**src/rtl/branch_stall_if.sv**
```systemverilog
// Bundle of decode, rename, commit and stall signals shared by the
// branch stall tracker and its neighbouring pipeline stages.
interface branch_stall_if #(
  parameter int ROB_TAG_W = 5,
  parameter int MAX_BR    = 4
);
  localparam int CNT_W = $clog2(MAX_BR + 1);

  logic                 rob_full;
  logic                 cannot_rename;
  logic                 inst_valid;
  logic                 branch_op_incoming;
  logic [ROB_TAG_W-1:0] branch_op_incoming_tag;
  logic                 commit_valid;
  logic                 commited_branch_op;
  logic [ROB_TAG_W-1:0] commited_branch_tag;
  logic                 flush;
  logic                 stall_fetch;
  logic                 stall_decode;
  logic [CNT_W-1:0]     outstanding_count;
  logic [ROB_TAG_W-1:0] oldest_tag;
  logic                 tag_mismatch_err;

  modport master (
    output rob_full, cannot_rename, inst_valid, branch_op_incoming,
           branch_op_incoming_tag, commit_valid, commited_branch_op,
           commited_branch_tag, flush,
    input  stall_fetch, stall_decode, outstanding_count, oldest_tag,
           tag_mismatch_err
  );

  modport slave (
    input  rob_full, cannot_rename, inst_valid, branch_op_incoming,
           branch_op_incoming_tag, commit_valid, commited_branch_op,
           commited_branch_tag, flush,
    output stall_fetch, stall_decode, outstanding_count, oldest_tag,
           tag_mismatch_err
  );
endinterface

```
**src/rtl/branch_stall_tracker.sv**
```systemverilog
// Front-end stall controller tracking in-flight branches by ROB tag in a FIFO,
// combining branch back-pressure with ROB-full and rename-unavailable stalls.
module branch_stall_tracker #(
  parameter int ROB_TAG_W = 5,
  parameter int MAX_BR    = 4,
  parameter int MODE      = 1
) (
  input logic           clk,
  input logic           reset,
  branch_stall_if.slave bus
);
  localparam int DEPTH = (MODE == 0) ? 1 : MAX_BR;
  localparam int PTR_W = (DEPTH > 1) ? $clog2(DEPTH) : 1;
  localparam int CNT_W = $clog2(MAX_BR + 1);

  logic [ROB_TAG_W-1:0] fifo_q [DEPTH];
  logic [PTR_W-1:0]     head_q, head_d;
  logic [PTR_W-1:0]     tail_q, tail_d;
  logic [CNT_W-1:0]     count_q, count_d;
  logic                 err_q, err_d;

  logic                 full;
  logic                 empty;
  logic                 brCommit;
  logic                 headMatch;
  logic                 alloc;
  logic                 rel;
  logic                 mismatch;
  logic                 brStall;
  logic [ROB_TAG_W-1:0] headTag;

  // Depth need not be a power of two, so pointers wrap explicitly.
  function automatic logic [PTR_W-1:0] nextPtr(input logic [PTR_W-1:0] p);
    if (p == PTR_W'(DEPTH - 1)) return '0;
    return p + PTR_W'(1);
  endfunction

  assign full      = (count_q == CNT_W'(DEPTH));
  assign empty     = (count_q == '0);
  assign headTag   = fifo_q[head_q];
  assign brCommit  = bus.commit_valid & bus.commited_branch_op & ~bus.flush;
  assign headMatch = ~empty & (bus.commited_branch_tag == headTag);
  assign alloc     = bus.inst_valid & bus.branch_op_incoming & ~full & ~bus.flush;
  assign rel       = brCommit & headMatch;
  assign mismatch  = brCommit & ~headMatch;

  always_comb begin
    head_d  = head_q;
    tail_d  = tail_q;
    count_d = count_q;
    err_d   = err_q | mismatch;
    if (bus.flush) begin
      head_d  = '0;
      tail_d  = '0;
      count_d = '0;
    end else begin
      if (alloc) tail_d = nextPtr(tail_q);
      if (rel)   head_d = nextPtr(head_q);
      if (alloc && !rel)      count_d = count_q + CNT_W'(1);
      else if (rel && !alloc) count_d = count_q - CNT_W'(1);
    end
  end

  always_ff @(posedge clk or posedge reset) begin
    if (reset) begin
      head_q  <= '0;
      tail_q  <= '0;
      count_q <= '0;
      err_q   <= 1'b0;
      for (int i = 0; i < DEPTH; i++) fifo_q[i] <= '0;
    end else begin
      head_q  <= head_d;
      tail_q  <= tail_d;
      count_q <= count_d;
      err_q   <= err_d;
      if (alloc) fifo_q[tail_q] <= bus.branch_op_incoming_tag;
    end
  end

  // Legacy mode also stalls on the arriving branch itself, with zero latency.
  always_comb begin
    if (MODE == 0) brStall = ~empty | (bus.inst_valid & bus.branch_op_incoming);
    else           brStall = full;
  end

  assign bus.stall_decode      = brStall;
  assign bus.stall_fetch       = bus.rob_full | bus.cannot_rename | brStall;
  assign bus.outstanding_count = count_q;
  assign bus.oldest_tag        = empty ? '0 : headTag;
  assign bus.tag_mismatch_err  = err_q;
endmodule
```
**src/flat_wrapper.sv**
```systemverilog
// flat-port wrapper written by rule: the top's interface ports become plain ports
module branch_stall_tracker_flat 
#(
  parameter int ROB_TAG_W = 5,
  parameter int MAX_BR    = 4,
  parameter int MODE      = 1
)
  (clk, reset, bus_rob_full, bus_cannot_rename, bus_inst_valid, bus_branch_op_incoming, bus_branch_op_incoming_tag, bus_commit_valid, bus_commited_branch_op, bus_commited_branch_tag, bus_flush, bus_stall_fetch, bus_stall_decode, bus_outstanding_count, bus_oldest_tag, bus_tag_mismatch_err);
  branch_stall_if #(.ROB_TAG_W(ROB_TAG_W), .MAX_BR(MAX_BR)) bus_i ();
  input logic clk;
  input logic reset;
  input wire logic [$bits(bus_i.rob_full)-1:0] bus_rob_full;
  input wire logic [$bits(bus_i.cannot_rename)-1:0] bus_cannot_rename;
  input wire logic [$bits(bus_i.inst_valid)-1:0] bus_inst_valid;
  input wire logic [$bits(bus_i.branch_op_incoming)-1:0] bus_branch_op_incoming;
  input wire logic [$bits(bus_i.branch_op_incoming_tag)-1:0] bus_branch_op_incoming_tag;
  input wire logic [$bits(bus_i.commit_valid)-1:0] bus_commit_valid;
  input wire logic [$bits(bus_i.commited_branch_op)-1:0] bus_commited_branch_op;
  input wire logic [$bits(bus_i.commited_branch_tag)-1:0] bus_commited_branch_tag;
  input wire logic [$bits(bus_i.flush)-1:0] bus_flush;
  output wire logic [$bits(bus_i.stall_fetch)-1:0] bus_stall_fetch;
  output wire logic [$bits(bus_i.stall_decode)-1:0] bus_stall_decode;
  output wire logic [$bits(bus_i.outstanding_count)-1:0] bus_outstanding_count;
  output wire logic [$bits(bus_i.oldest_tag)-1:0] bus_oldest_tag;
  output wire logic [$bits(bus_i.tag_mismatch_err)-1:0] bus_tag_mismatch_err;
  assign bus_i.rob_full = bus_rob_full;
  assign bus_i.cannot_rename = bus_cannot_rename;
  assign bus_i.inst_valid = bus_inst_valid;
  assign bus_i.branch_op_incoming = bus_branch_op_incoming;
  assign bus_i.branch_op_incoming_tag = bus_branch_op_incoming_tag;
  assign bus_i.commit_valid = bus_commit_valid;
  assign bus_i.commited_branch_op = bus_commited_branch_op;
  assign bus_i.commited_branch_tag = bus_commited_branch_tag;
  assign bus_i.flush = bus_flush;
  assign bus_stall_fetch = bus_i.stall_fetch;
  assign bus_stall_decode = bus_i.stall_decode;
  assign bus_outstanding_count = bus_i.outstanding_count;
  assign bus_oldest_tag = bus_i.oldest_tag;
  assign bus_tag_mismatch_err = bus_i.tag_mismatch_err;
  branch_stall_tracker #(.ROB_TAG_W(ROB_TAG_W), .MAX_BR(MAX_BR), .MODE(MODE)) u_core (.clk(clk), .reset(reset), .bus(bus_i));
endmodule
```
**config.mk**
```make
export PLATFORM = sky130hd
export DESIGN_NAME = branch_stall_tracker_flat
export DESIGN_NICKNAME = d
export VERILOG_FILES = /design/src/rtl/branch_stall_if.sv /design/src/rtl/branch_stall_tracker.sv /design/src/flat_wrapper.sv
export SDC_FILE = /design/constraint.sdc
export NUM_CORES = 1
export LEC_CHECK = 0
export ABC_CLOCK_PERIOD_IN_PS = 2900
export CORE_MARGIN = 8
export CORE_UTILIZATION = 35
export CTS_CLUSTER_SIZE = 16
export DETAILED_ROUTE_END_ITERATION = 12
export SLEW_MARGIN = 15
export SYNTH_ARGS = -nofsm -noshare
export SYNTH_HDL_FRONTEND = slang
export SYNTH_SLANG_ARGS = --single-unit
export TNS_END_PERCENT = 100
```
**constraint.sdc**
```tcl
create_clock -name clk -period 2.9 [get_ports clk]
set_input_delay 0.58 -clock clk [delete_from_list [all_inputs] [get_ports clk]]
set_output_delay 0.58 -clock clk [all_outputs]
set_load 0.02 [all_outputs]
```
---- Word level (Yosys, flattened, before mapping) ----
Index checks and enable logic that the tools add are counted.
cells by class
  add/subtract/negate cells ............... 4
  mux-type cells .......................... 24
  reductions and logical operators ........ 9
  bitwise gates (word level) .............. 17
  equality and inequality tests ........... 4
  order comparisons ....................... 3
operators with widths
  cell                                                        count
  bitwise mux 20 bit                                          1
  2-to-1 mux 5 bit                                            4
  2-to-1 mux 2 bit                                            8
  binary-select mux 5 bit (select 2 bit)                      1
  demux 5 bit (select 2 bit)                                  1
  2-to-1 mux 3 bit                                            3
  AND 1 bit                                                   8
  greater-or-equal comparator 3 bit, second input constant    2
  2-to-1 mux 1 bit                                            6
  NOT 2 -> 3 bit                                              2
  equality test 5 bit                                         1
  adder 2 x 1 -> 2 bit, second input constant                 2
  equality test 2 bit, second input constant                  2
  NOT 1 bit                                                   4
  nonzero test 2 bit                                          2
  adder 3 x 1 -> 3 bit, second input constant                 1
  equality test 3 bit, second input constant                  1
  logical AND 1 bit                                           3
  zero test 3 bit                                             1
  less-than comparator 3 x 1 -> 1 bit, second input constant  1
  OR 1 bit                                                    3
  nonzero test 3 bit                                          1
  subtractor 3 x 1 -> 3 bit, second input constant            1
  zero test 1 bit                                             2
storage, ports and cells
  logic and storage cells ................. 69
  output and inout bits ................... 11
  bits in registers ....................... 28

---- Longest topological paths before layout ----
  depth after elaboration ................. 12
  depth in mapped cells ................... 10
  gate-level depth less buffers ........... 9

---- Least setup slack after synthesis ----
No wires, ideal clock.
  path kind ............................... register to register
  from .................................... reg u_core.head_q[0]
  to ...................................... reg u_core.count_q[2], in the netlist u_core.bus.outstanding_count[2]
  required time ........................... 2772 ps
  clock period less this slack ............ 3206 ps
  slack ................................... -306 ps
  library setup time ...................... 128 ps
  cell stages (with the launch flop) ...... 11
  data arrival time ....................... 3079 ps
  cell sequence ........................... dfrtp_1 buf_6 mux4_2 xor2_1 or4_4 nor4_4 nor3_1 fa_1 and2_1 mux2i_1 mux2_1
on the way
  cells in the longest elaborated chain, start to end .. 11
  elaborated cells on any way between the ends .. 13
  classes of those cells .................. eq/ne: 1; mux: 5; bitwise: 3; reduce/logical: 4
RTL lines
  item                                                   RTL line                    text
  start, declared                                        branch_stall_tracker.sv:17  logic [PTR_W-1:0] head_q, head_d;
  start signal, assigned                                 branch_stall_tracker.sv:66  head_q <= '0;
  start signal, assigned                                 branch_stall_tracker.sv:72  head_q <= head_d;
  NOT 2 -> 3 bit (not written as such) *                 branch_stall_tracker.sv:40  assign headTag = fifo_q[head_q];
  binary-select mux 5 bit (select 2 bit) *               branch_stall_tracker.sv:40
  2-to-1 mux 5 bit (not written as such) * (2 in a row)  branch_stall_tracker.sv:40
  equality test 5 bit *                                  branch_stall_tracker.sv:42  assign headMatch = ~empty & (bus.commited_branch_tag == headTag);
  AND 1 bit *                                            branch_stall_tracker.sv:42
  AND 1 bit *                                            branch_stall_tracker.sv:44  assign rel = brCommit & headMatch;
  zero test 1 bit                                        branch_stall_tracker.sv:59  if (alloc && !rel) count_d = count_q + CNT_W'(1);
  logical AND 1 bit                                      branch_stall_tracker.sv:59
  2-to-1 mux 3 bit                                       branch_stall_tracker.sv:59
  2-to-1 mux 3 bit                                       branch_stall_tracker.sv:52  if (bus.flush) begin
  end signal, assigned                                   branch_stall_tracker.sv:74  count_q <= count_d;
  end, declared                                          branch_stall_tracker.sv:19  logic [CNT_W-1:0] count_q, count_d;
Mark *: on every way between the ends. The rest lies on a longest branch, timed or not. The select of a mux whose other input is x is not followed.
A chain may end at the register's enable or synchronous reset.

---- Worst setup path after layout ----
Same ends and word-level chain as after synthesis.

==> impl_metrics.yaml <==
critical_path:
  crit_path_end_kind: "flip-flop"
  critPathMaxStageDelay_ns: 0.55
  critPathSlowestCell: "or4_4"
  cp_data_required_time_ns: 3.07
  path_class: "reg2reg"
  worstPathArrival_ns: 3.16
  path_max_fanout: 4
  crit_path_cell_trace: "mux4_2, xor2_1, or4_4, nor4_4, nor3_2, fa_2, and2_4, mux2i_1, mux2_1"
  cp-start-kind: "flip-flop"
synthesis:
  ys_ff_latch: 28
  synth.cell_area_sq_um: 1520
  synth_nets: 147
  synth_top_cell_area_share_pct: 46.0
  yosys.area.top_type: "dfrtp_1"
  yosysWarnings: 0
  ys_types: 27
  yosys-top-cells-area: "dfrtp_1, mux2_2, mux4_2"
  synth_cells: 122
  ys_seq_area_share_pct: 46.0
  avgSynthCellArea_sq_um: 12.5
grt:
  grt_start_max_net_pins: 29
  track_usage_pct: 11.0
  antenna_found_initial: 0
  met2_usage_pct: 18.7
  grt-busiest-layer: "met2"
  grt_pass1_wl_mm: 5.51
  use_met1_pct: 13.4
  use_met3_pct: 1.53
  grt_pass1_vias: 1045
  overflow: 0
routing:
  wl_per_cell_microns: 16.3
  antenna_left: 0
  routed_wirelength_mm: 3.37
  drt-initial-drc-count: 43
  first_pass_iters: 4
  drc: 0
  vias_per_cell: 4.82
  vias: 997
die:
  num_io_pins: 30
  dieArea_sq_um: 6720
  placementRows: 24
  core_area_sq_um: 4260
  die_y_microns: 82.0
  initial_core_util_pct: 35.7
  die_w_microns: 82.0
pwr:
  total_power_mw: 1.09
  p_leak_nw: 0.864
  powerDensity_nw_per_um2: 552
  ir_drop_mv: 0.184
cts:
  clockBufferDepth: 2
  cts_setup_buffers: 0
  cts-root-buf: "clkbuf_8"
  clk_latency_ns: 0.28
  cts_hold_buf: 0
  htreeDepth: 1
  cts_tree: "done"
  clk_pin_slew_worst_paths_ns: 0.10
  cts.sinks: 28
  numCtsBuffers: 3
timing:
  finalHoldViolations: 0
  slew_violations: 0
  slew-limit-headroom_pct: 48.4
  worst-slew-pin-transition_ns: 0.769
  period_share_pct: 103
  clock_skew_ns: 0.00458
  period_needed_ns: 2.99
  hold_ws_ns: 0.482
  max_freq_mhz: 334
  final.setup.worst_slack_ns: -0.0938
  setup_violations: 1
  tns_ns: -0.0938
  rsz0062_at_grt: "true"
hold_path:
  hp-class: "reg2reg"
cells_and_area:
  antenna_cells: 0
  final_common_cell: "clkdlybuf4s50_1"
  layout-drive-gt1-share_pct: 28.4
  num-nets-final: 181
  final_util_pct: 46.2
  layout_common_cells: "clkdlybuf4s50_1, dfrtp_1, mux2_2, nor2_1, inv_1"
  area_growth_pct: 29.5
  final_cells: 207
status:
  failed_checks: "negative setup slack"
  status: "complete, but fails checks"
placement:
  io_buffers: 29
  dp_cells: 203
  place.gp.congestion: 0.770
  dp_hpwl_mm: 2.70
job:
  cap_violations: 0
[cell families after synthesis]
logic type	Yosys count	share of synthesized area (%)
and+or+nand+nor	35	12.8
AOI/OAI and AO/OA	3	1.31
buffers and inverters	13	3.70
DFF	28	46.0
muxes	30	26.2
xor gates and xnor gates	7	4.52
adders and majority gates	6	5.42
[report_power, final]
| group | leakage [nW] | internal, mW | switching (mW) | total [mW] |
|---|---|---|---|---|
| registers | 0.363 | 0.450 | 0.0388 | 0.489 |
| logic | 0.465 | 0.161 | 0.126 | 0.287 |
| clock network | 0.0357 | 0.185 | 0.126 | 0.311 |
| total | 0.864 | 0.797 | 0.291 | 1.09 |
[critical path: cells and delay by family (launching register included)]
family / cells / cell delay [ns]
AND/OR/NAND/NOR: 4 / 0.94
adder cells (fa/ha/maj): 1 / 0.34
flip-flops: 1 / 0.43
XOR/XNOR: 1 / 0.16
multiplexers: 3 / 1.01
[cell type report]
| class | instances | area [sq um] |
|---|---|---|
| clock buffers | 3 | 41.3 |
| clock inverters | 1 | 30.0 |
| fillers | 404 | 2290 |
| inverters | 7 | 26.3 |
| multi-input cells | 81 | 772 |
| flip-flops and latches | 28 | 702 |
| well taps | 52 | 65.1 |
| repair buffers | 35 | 335 |
[synth_stat cells]
| cell type | n |
|---|---|
| and3_1 | 1 |
| nand3b_1 | 1 |
| mux2_2 | 22 |
| a22o_2 | 1 |
| fa_1 | 1 |
| nor3_1 | 2 |
| xor2_2 | 1 |
| nand2b_1 | 2 |
| buf_6 | 1 |
| clkbuf_1 | 5 |
| and2_1 | 5 |
| ha_1 | 5 |
| mux2i_1 | 2 |
| xor2_1 | 3 |
| nor2b_1 | 4 |
| inv_1 | 7 |
| xnor2_1 | 3 |
| o21ai_0 | 2 |
| or3_1 | 1 |
| mux4_1 | 2 |
| nand2_1 | 3 |
| nor4_4 | 1 |
| mux4_2 | 3 |
| or4_4 | 1 |
| mux2_1 | 1 |
| dfrtp_1 | 28 |
| nor2_1 | 14 |
[worst paths after layout]
kind / start / end / slack, ns / depth (start not counted)
worst max register to register: u_core.head_q[0] / u_core.bus.outstanding_count[2] / -0.09 / 9
worst max-delay path: u_core.head_q[0] / u_core.bus.outstanding_count[2] / -0.09 / 9
min in group asynchronous: reset / u_core.bus.tag_mismatch_err / 0.67 / 3
max in group asynchronous: reset / u_core.head_q[0] / 1.95 / 3
worst min register to register: u_core.bus.tag_mismatch_err / u_core.bus.tag_mismatch_err / 0.48 / 1
worst min-delay path: u_core.bus.tag_mismatch_err / u_core.bus.tag_mismatch_err / 0.48 / 1
[stage by stage]
| stage | instance area [sq um] | setup slack (ns) |
|---|---|---|
| finish | 1970 | -0.0938 |
| floorplan | 1530 | -0.292 |
| detailed placement | 1900 | -0.215 |
| CTS | 1970 | -0.111 |
| global placement | 1900 | -0.161 |
| global route | 1970 | -0.216 |
[metal layers]
layer | vias up | share of wire, % | routed length [microns]
met2 | 18 | 52 | 1740
met3 | 6 | 4.4 | 147
li1 | 478 | - | -
met4 | 0 | 1.7 | 59
met5 | - | 0 | 0
met1 | 495 | 42 | 1420
[what timing repair did]
action                                  in CTS  in global routing
resized for setup                            2                  2
endpoints found under the setup margin       1                  2
gates cloned                                 0                  0
[sequential cells by signal, summed over array words and instances (netlist names)]
register and count:
u_core.bus.outstanding_count 3, u_core.bus.tag_mismatch_err 1, u_core.fifo_q 20, u_core.head_q 2, u_core.tail_q 2
Power figures use the tool's default switching activity.
